<file path="src/rtl/line_loader.sv">
// Line loader: buffers NLINES input lines, kicks a downstream controller, accepts
// write-backs while it runs, then drains the buffer. Optional parity check: LINE_PARITY_EN.
module line_loader #(
    parameter int WIDTH  = 25,
    parameter int NLINES = 5,
    localparam int IW    = (NLINES > 1) ? $clog2(NLINES) : 1
) (
    input  logic             clk,
    input  logic             rst,
    input  logic             in_valid,
    output logic             in_ready,
    input  logic [WIDTH-1:0] in_data,
    output logic             start,
    input  logic             done,
    input  logic [IW-1:0]    rd_idx,
    output logic [WIDTH-1:0] rd_line,
    input  logic             wr_en,
    input  logic [IW-1:0]    wr_idx,
    input  logic [WIDTH-1:0] wr_line,
    output logic             out_valid,
    input  logic             out_ready,
    output logic [WIDTH-1:0] out_data,
`ifdef LINE_PARITY_EN
    input  logic             in_par,
    output logic             par_err,
`endif
    output logic             busy,
    output logic [1:0]       state_dbg
);

    // Handshake: a line moves on any rising edge where valid and ready are both 1;
    // valid never waits on ready, and a held transfer keeps its data stable.

    localparam logic [1:0] FILL  = 2'd0;
    localparam logic [1:0] KICK  = 2'd1;
    localparam logic [1:0] RUN   = 2'd2;
    localparam logic [1:0] DRAIN = 2'd3;

    localparam logic [IW-1:0] LAST = IW'(NLINES - 1);

    logic [1:0]       state_q, state_d;
    logic [IW-1:0]    cnt_q, cnt_d;
    logic [WIDTH-1:0] buf_q [NLINES];
    logic [WIDTH-1:0] buf_d [NLINES];
    logic             wr_hit;
    logic             rd_hit;

`ifdef LINE_PARITY_EN
    logic par_err_q, par_err_d;
`endif

    assign wr_hit = wr_en && (int'(wr_idx) < NLINES);
    assign rd_hit = int'(rd_idx) < NLINES;

    always_comb begin
        state_d = state_q;
        cnt_d   = cnt_q;
        buf_d   = buf_q;
`ifdef LINE_PARITY_EN
        par_err_d = par_err_q;
`endif
        case (state_q)
            FILL: begin
                if (in_valid) begin
                    buf_d[cnt_q] = in_data;
`ifdef LINE_PARITY_EN
                    // Bad lines are still stored; the error is only flagged.
                    if ((^in_data) ^ in_par) begin
                        par_err_d = 1'b1;
                    end
`endif
                    if (cnt_q == LAST) begin
                        cnt_d   = '0;
                        state_d = KICK;
                    end else begin
                        cnt_d = cnt_q + IW'(1);
                    end
                end
            end
            KICK: begin
                state_d = RUN;
            end
            RUN: begin
                // A write in the same cycle as done still lands before DRAIN reads.
                if (wr_hit) begin
                    buf_d[wr_idx] = wr_line;
                end
                if (done) begin
                    state_d = DRAIN;
                end
            end
            DRAIN: begin
                if (out_ready) begin
                    if (cnt_q == LAST) begin
                        cnt_d   = '0;
                        state_d = FILL;
                    end else begin
                        cnt_d = cnt_q + IW'(1);
                    end
                end
            end
            default: begin
                state_d = FILL;
                cnt_d   = '0;
            end
        endcase
    end

    always_ff @(posedge clk or posedge rst) begin
        if (rst) begin
            state_q <= FILL;
            cnt_q   <= '0;
            buf_q   <= '{default: '0};
`ifdef LINE_PARITY_EN
            par_err_q <= 1'b0;
`endif
        end else begin
            state_q <= state_d;
            cnt_q   <= cnt_d;
            buf_q   <= buf_d;
`ifdef LINE_PARITY_EN
            par_err_q <= par_err_d;
`endif
        end
    end

    assign in_ready  = (state_q == FILL) && !rst;
    assign start     = (state_q == KICK);
    assign busy      = (state_q != FILL);
    assign out_valid = (state_q == DRAIN);
    assign out_data  = (state_q == DRAIN) ? buf_q[cnt_q] : '0;
    assign rd_line   = rd_hit ? buf_q[rd_idx] : '0;
    assign state_dbg = state_q;

`ifdef LINE_PARITY_EN
    assign par_err = par_err_q;
`endif

endmodule

</file>
<file path="config.mk">
export PLATFORM = sky130hd
export DESIGN_NAME = line_loader
export DESIGN_NICKNAME = d
export VERILOG_FILES = /design/src/rtl/line_loader.sv
export SDC_FILE = /design/constraint.sdc
export NUM_CORES = 1
export LEC_CHECK = 0
export CORE_UTILIZATION = 43
export CTS_BUF_LIST = sky130_fd_sc_hd__clkbuf_4
export CTS_CLUSTER_SIZE = 8
export DETAILED_ROUTE_END_ITERATION = 7
export PLACE_DENSITY = 0.67
export SYNTH_ARGS = -nofsm -noshare
export SYNTH_HDL_FRONTEND = slang
export SYNTH_SLANG_ARGS = --single-unit
</file>
<file path="constraint.sdc">
create_clock -name clk -period 6.2 [get_ports clk]
set_input_delay 1.86 -clock clk [delete_from_list [all_inputs] [get_ports clk]]
set_output_delay 1.86 -clock clk [all_outputs]
set_load 0.01 [all_outputs]
</file>
Word-level counts from Yosys, hierarchy flattened --
Index checks and enable logic that the tools add are counted. W data, S select, Z words.
Operators by class: add/subtract/negate cells 1, multipliers 0, divide/modulo/power cells 0, $lt $le $gt $ge 7, eq/ne operators 10, shift operators 0, muxes and demuxes 27, bitwise gates (word level) 3, reduce and logical (&&, ||, !) cells 12
Operators with widths (count):
- $bwmux W125 | 2
- $mux W125 | 2
- $pmux W125 S2 | 1
- $mux W25 | 8
- $bmux W25 S3 | 2
- $demux W25 S3 | 2
- $ge A4 B4 Y1 const B | 3
- $not A3 Y4 | 3
- $mux W2 | 5
- $mux W3 | 3
- $lt A4 B1 Y1 const B | 2
- $ne A2 B2 Y1 const B | 4
- $pmux W2 S4 | 1
- $lt A3 B3 Y1 const B | 2
- $pmux W3 S2 | 1
- $reduce_and A3 Y1 | 2
- $reduce_bool A2 Y1 | 3
- $reduce_and A5 Y1 | 1
- $eq A2 B2 Y1 const B | 2
- $logic_and A1 B1 Y1 | 4
- $ne A2 B1 Y1 const B | 2
- $add A3 B1 Y3 const B | 1
- $eq A3 B3 Y1 const B | 1
- $eq A2 B1 Y1 const B | 1
- other kinds (2) | 2
Storage, ports and cells: register bits 130, bits in latches 0, memory bits (writable) 0, memory bits (read-only) 0, word-level logic and storage cells 67, memories 0

Longest topological paths before layout --
Gate-level depths: netlist (run 1).
depth in word-level cells 8, depth in mapped cells 10, mapped depth without buffers 6

Least setup slack after synthesis (run 1) --
OpenSTA, ideal clock, no wires.
path kind input to output, from in rd_idx[2], to out rd_line[10], arrival time 3005 ps, data required time 4340 ps, setup slack 1335 ps, cell stages on the path 6, path through clkbuf_1 nor2b_1 clkbuf_1 clkbuf_1 a21oi_1 o22ai_1
On the way: longest elaborated chain between the ends 5
Ends and longest elaborated chain:
- start, declared | line 15 | input logic [IW-1:0] rd_idx,
- $not A3 Y4 (implied by the code) | line 132 | assign rd_line = rd_hit ? buf_q[rd_idx] : '0;
- $bmux W25 S3 | line 132
- $mux W25 (implied by the code) (2 in series) | line 132
- $mux W25 * | line 132
- end, declared | line 16 | output logic [WIDTH-1:0] rd_line,
Every way passes the cells marked *; elsewhere a longest branch is shown, timed or not. The select of a mux whose other input is x is not followed.

Worst setup path after layout (run 1) --
from in rd_idx[2], to out rd_line[13]
The elaborated chain is that of the path after synthesis.

==> results.md, run 1 <==
* Initial Util at 44.5%
* Die width at around 140 microns
* Final hold violations at 0
* Worst Setup EP: rd_line[13]
* WL final at 31.0 mm
* Row Count at just over 50
* Post-synthesis simple-gate area fraction at 8.18%
* Mux contribution to synthesized area at 23.7%
* EDFF count, synth at 0
* PD cells at 421 mW/mm^2
* DR iter-0 viols at 925
* Post-Place Cell Area at 0.0101 sq mm
* Initial antenna violation count at 0
* Crit-path max FO at 18
* Clk buf depth at 2
* Dominant cell type by area after synthesis: dfrtp_1
* CTS resizes at 0
* Fraction of layout cells with a size suffix above 1 at between 20% and 30%
* Largest net degree at the start of global routing at 74
* Top cell type's share of synthesized area at 37.1%
* Aggregate global routing overflow at 0
* Most frequent cell after synthesis: dfrtp_1
* Hold path start: buf_q[112]
* Critical Path Start: rd_idx[2]
* Worst path arrival time at 3.76 ns
* Total power at 4370 uW
* GP Congestion at 0.821
* Sum Neg Setup Slack at 0 ns
* Post-DRT Antenna Nets at 0
* Ys async rst share at 100%
* # diodes at 0
* Worst Setup Start Kind: primary input
* Average wire per standard cell at roughly 25 microns
* Post-route DRC at 0
* Global-route wire length before repair at between 40 and 50 mm
* Sink Count at between 100 and 150
* Postcts setup bufs at 0
* Cells along the critical path: buf_2 > buf_4 > mux2i_1 > nor2_1 > a21oi_1 > o22ai_1 > clkdlybuf4s50_1
* Syn. warnings at 0
* Yosys reg bits at 130
* R2R Setup Slk at 2.72 ns
* Die area at 0.0210 sq mm
* Critical Path RT at 4.34 ns
* Slowest cell on the critical path: buf_2
* Critical path class: primary input to output port
* Post-route cell area at 0.0104 sq mm
* Total Routing Usage GR at 30.6%
* Synth Area in Compound Gates at 24.7%
* Slowest Stage Delay on Critical Path at 0.53 ns
* Vias per Instance at 6.53
* Unrepaired setup endpoints after global routing: no
* Worst-Margin Slew at 1.22 ns
* Dpl cells at 1210
* Pre-CTS setup slack at 0.598 ns
* XOR/XNOR Fraction of Synth Area at 0%
* Syn_area_per_cell at 9.87 sq um
* Largest family of logic cells by synthesized area: compound AO/OA/AOI/OAI gates
* Final setup viols at 0
* Worst r2r path cells at 8
* Outcome: finished, final reports clean
* Count of pins over their slew limit at 0
* Clk_lat worst skew at 0.57 ns
* P_leak at 0.00438 uW
* PortBufs at 117
* PnR worst setup slack at between 0.5 and 0.6 ns
* Cells after Synth at 888
* Worst flop-to-flop path startpoint: cnt_q[2]
* Sequential-to-total area share from yosys stat at a little under two fifths
* # IOs at 118
* Fmax at 178 MHz
* Detailed placement HPWL at 18.2 mm
* # fillers at 1801
* Max-Cap Viols at 0
* DRT Pass-1 Iters at 5
* TritonCTS clock tree: done
* Finished Layout Cells at 1242
* Relative slew slack at 18.4%
* Nets at 1033
* Area growth from synthesis to layout at 18.2%
* Mapped cell area at 0.00877 sq mm
* Core area at roughly 0.020 sq mm
* FF-to-FF End: buf_q[90]
* Vias at a little over 8k
* Post-cts hold buffer count at 0
* CTS root buf: clkbuf_4
* VDD IR max at 0.221 mV
* CP Capture Type: output port
* Crit path time final at approximately 5.6 ns
* Count of cell types in the netlist at 47
* Tcrit/Tclk final at roughly nine tenths
* Worst min path class: flip-flop to flip-flop
* Clock transition at path regs at 0.11 ns
* Vias in the first global route at 7949
* Most frequent cells after synthesis: dfrtp_1, nand2_1, mux2_2, o22ai_1, clkbuf_1
* Top cells by area in the synthesized netlist: dfrtp_1, mux2_2, mux2_4
* Die H at 145 microns
* Clock skew at 0.0122 ns
* Top FF cell, synth: dfrtp_1
* H-Tree Depth at 4
* Synth Area in Adders at 0.999%
* Cts bufs inserted at 17
* Mapped Nets at 957
==> worst max-delay path, delay by kind of cell <==
kind                   cells  cell delay (ns)
muxes                      1             0.24
buffers and inverters      3             1.38
AOI/OAI and AO/OA          2             0.21
and+or+nand+nor            1             0.06
==> state kept, by name, summed over array words and instances (netlist names) <==
| signal | flops |
|---|---|
| buf_q | 125 |
| cnt_q | 3 |
| state_dbg | 2 |
==> worst min-delay path by stage <==
| stage | to | slack (ns) | cells after the start |
|---|---|---|---|
| floorplan | buf_q[38] | 0.47 | 1 |
| global placement | buf_q[42] | 0.50 | 1 |
| detailed placement | buf_q[42] | 0.51 | 1 |
| CTS | buf_q[42] | 0.54 | 1 |
| global route | buf_q[112] | 0.56 | 1 |
| finish | buf_q[112] | 0.54 | 1 |
==> cell type report <==
class	instances	area [sq um]	area share, %
multi-input cells	658	5070	48.9
flip-flops and latches	130	3250	31.4
repair buffers	149	1410	13.6
well taps	265	332	3.20
clock buffers	19	143	1.38
clock inverters	13	119	1.15
inverters	8	32.5	0.314
==> through the flow <==
| step | util [%] | hold WS [ns] |
|---|---|---|
| 2_1_floorplan | - | 0.475 |
| 3_3_place_gp | 51.2 | 0.496 |
| 3_5_place_dp | 51.2 | 0.509 |
| 4_1_cts | 52.6 | 0.538 |
| 5_1_grt | 52.6 | 0.562 |
| 6_report | 52.6 | 0.543 |
==> logic make-up (layout without fill, tap and decap cells) <==
group | Yosys count | in the layout
AO/OA/AOI/OAI | 311 | 311
flip-flops | 130 | 130
adder cells (fa/ha/maj) | 7 | 7
buffers and inverters | 100 | 189
AND/OR/NAND/NOR | 163 | 163
multiplexers | 177 | 177
==> power by group <==
group	internal [uW]	total [uW]	leakage [uW]	switching, uW
Combinational	1040	2360	0.00251	1320
Clock	240	574	0.000150	334
Sequential	1150	1440	0.00172	286
Total	2430	4370	0.00438	1940
==> layout by cell type (no fill, tap or decap), types with 25 or more instances in the layout <==
cell type	instances
dfrtp_1	130
o21ai_0	54
o22ai_1	75
a31oi_1	25
a2bb2oi_1	25
buf_4	31
mux2_2	80
mux2_4	40
nor2_1	49
a32o_1	25
nand2_1	82
clkdlybuf4s50_1	115
mux2i_1	55
a21oi_1	28
==> layer usage <==
metal	up-vias	part of all wire, %	track usage (%)
met3	88	9.6	6.05
met2	507	46	48.3
li1	3522	-	-
met1	3990	41	40.9
met4	0	3.2	12.7
met5	-	0	0
No activity file was read; power rests on OpenSTA's default activity.
==> inputs of run 2 (changes only) <==
- ABC_CLOCK_PERIOD_IN_PS: not set -> 6200
- REMOVE_ABC_BUFFERS: not set -> 1
==> run 2 against run 1 <==
Final cell count unchanged. Non-clock buffer count up 2. Maximum frequency down 2.0%. Sequential share of layout area about the same. Global-route usage about the same. Clock skew up 0.011 ns. Sequential cell count unchanged. Routed wire length down 0.99%. Critical endpoint is now out_data[23]. Largest cell class unchanged. Highest routed layer unchanged.
==> results.md, run 2 (synthesis results as in run 1) <==
* Outcome: finished, final reports clean
* Hold path start: buf_q[103]
* FF-to-FF End: buf_q[87]
* DR iter-0 viols at 985
* Final hold violations at 0
* Most frequent cells in the layout: dfrtp_1, clkdlybuf4s50_1, nand2_1
* Die width at between 100 and 150 microns
* Area growth from synthesis to layout at 18.4%
* Sum Neg Setup Slack at 0 ns
* Critical path class: flip-flop to output port
* Tcrit/Tclk final at 92.5%
* Hold Path Cell Cnt at 1
* Slowest cell on the critical path: dfrtp_1
* Worst min path class: flip-flop to flip-flop
* Max FFs per register at 125
* GP Congestion at 0.833
* Clk buf depth at 2
* Max-Cap Viols at 0
* Clock transition at path regs at 0.11 ns
* Total Routing Usage GR at between 30 and 40%
* CP Capture Type: output port
* Post-DRT Antenna Nets at 0
* DRT Pass-1 Iters at 6
* Fin util at 52.6%
* Die area at 0.0210 sq mm
* R2R Setup Slk at 2.69 ns
* Hold slack final at 0.543 ns
* Vias at 8186
* TritonCTS clock tree: done
* Count of pins over their slew limit at 0
* # diodes at 0
* VDD IR max at 0.281 mV
* Row Count at 51
* PD cells at 425 mW/mm^2
* Global-route wire length before repair at 47.1 mm
* Postcts setup bufs at 0
* Fraction of layout cells with a size suffix above 1 at 20.4%
* Relative slew slack at 19.8%
* Fmax at 174 MHz
* Aggregate global routing overflow at 0
* Core area at 0.0197 sq mm
* Worst Hold Path EP: buf_q[103]
* WL final at 30.7 mm
* Cell family with most CP delay: simple AND/OR/NAND/NOR gates
* Clock skew at 0.0237 ns
* Crit path time final at 5.73 ns
* Sink Count at 130
* Slowest Stage Delay on Critical Path at 0.84 ns
* Final setup viols at 0
* P_leak at ~0.0044 uW
* Unrepaired setup endpoints after global routing: no
* Nets at 1035
* CTS root buf: clkbuf_4
* Cts bufs inserted at 17
* Post-cts hold buffer count at 0
* Critical Path RT at 4.34 ns
* Die H at 145 microns
* # IOs at around 120
* Buf/Inv on CP at 2
* Initial antenna violation count at 0
* Post-route DRC at 0
* Clk_lat worst skew at 0.58 ns
* PnR worst setup slack at 0.467 ns
* Worst r2r path cells at 8
* Crit-path max FO at 27
* Vias per Instance at 6.59
* Pre-CTS setup slack at 0.661 ns
* Vias in the first global route at 8000
* # fillers at 1785
* Worst Setup Start Kind: flip-flop
* H-Tree Depth at 4
* CTS resizes at 0
* Initial Util at 44.5%
* Cells along the critical path: nand2b_4 > nor2_2 > buf_4 > a22o_1 > o21a_1 > clkdlybuf4s50_1
* Largest Register: buf_q
* Worst path arrival time at 3.87 ns
* Detailed placement HPWL at approximately 19 mm
* Worst flop-to-flop path startpoint: cnt_q[1]
* PortBufs at roughly 120
* Most common cell after layout, fill and taps aside: dfrtp_1
* Worst-Margin Slew at 1.20 ns
* Largest net degree at the start of global routing at 74
* Average wire per standard cell at around 25 microns
run 2: cell count changes in the layout (fill, tap and decap cells not counted), sizes merged:
cell / previous run / this run
clkbuf: 19 / 21
buf: 34 / 36
clkinvlp: 1 / 0
clkinv: 11 / 7
bufinv: 2 / 3
run 2: report_power, final:
| group | internal, uW | switching, uW | total, uW |
|---|---|---|---|
| Sequential | 1150 | 298 | 1450 |
| Clock | 287 | 322 | 609 |
| Combinational | 1050 | 1310 | 2350 |
| Total | 2480 | 1930 | 4410 |
run 2: cell type report:
type / instances / area (sq um) / area share, %
sequential: 130 / 3250 / 31.3
timing repair buffer: 151 / 1420 / 13.6
inverter: 8 / 32.5 / 0.313
multi-input combinational: 658 / 5070 / 48.9
tap: 265 / 332 / 3.20
clock buffer: 21 / 158 / 1.52
clock inverter: 9 / 115 / 1.11
run 2: per-layer routing:
layer  part of all wire [%]  vias up  track usage [%]
met4                    3.2        0             13.5
met2                     43      577             45.8
met3                     11      101             5.56
li1                       -     3521                -
met1                     43     3987             42.9
met5                      0        -                0
run 2: worst max-delay path by stage:
stage / start / end / slack, ns / cells past startpoint
after global placement: rd_idx[2] / rd_line[21] / 0.71 / 7
after CTS: cnt_q[1] / out_data[4] / 0.57 / 6
final: cnt_q[1] / out_data[23] / 0.47 / 6
after floorplan: rst / buf_q[0] / 0.87 / 1
after global routing: cnt_q[1] / out_data[4] / 0.39 / 6
after detailed placement: rd_idx[2] / rd_line[4] / 0.66 / 7
run 2: per-stage QoR:
step | total power, uW | std cells | instance area (sq um)
floorplan | 2820 | 796 | 8330
global placement | 3720 | 1212 | 10100
detailed placement | 3750 | 1212 | 10100
CTS | 4360 | 1242 | 10400
global route | 4640 | 1242 | 10400
finish | 4410 | 1242 | 10400
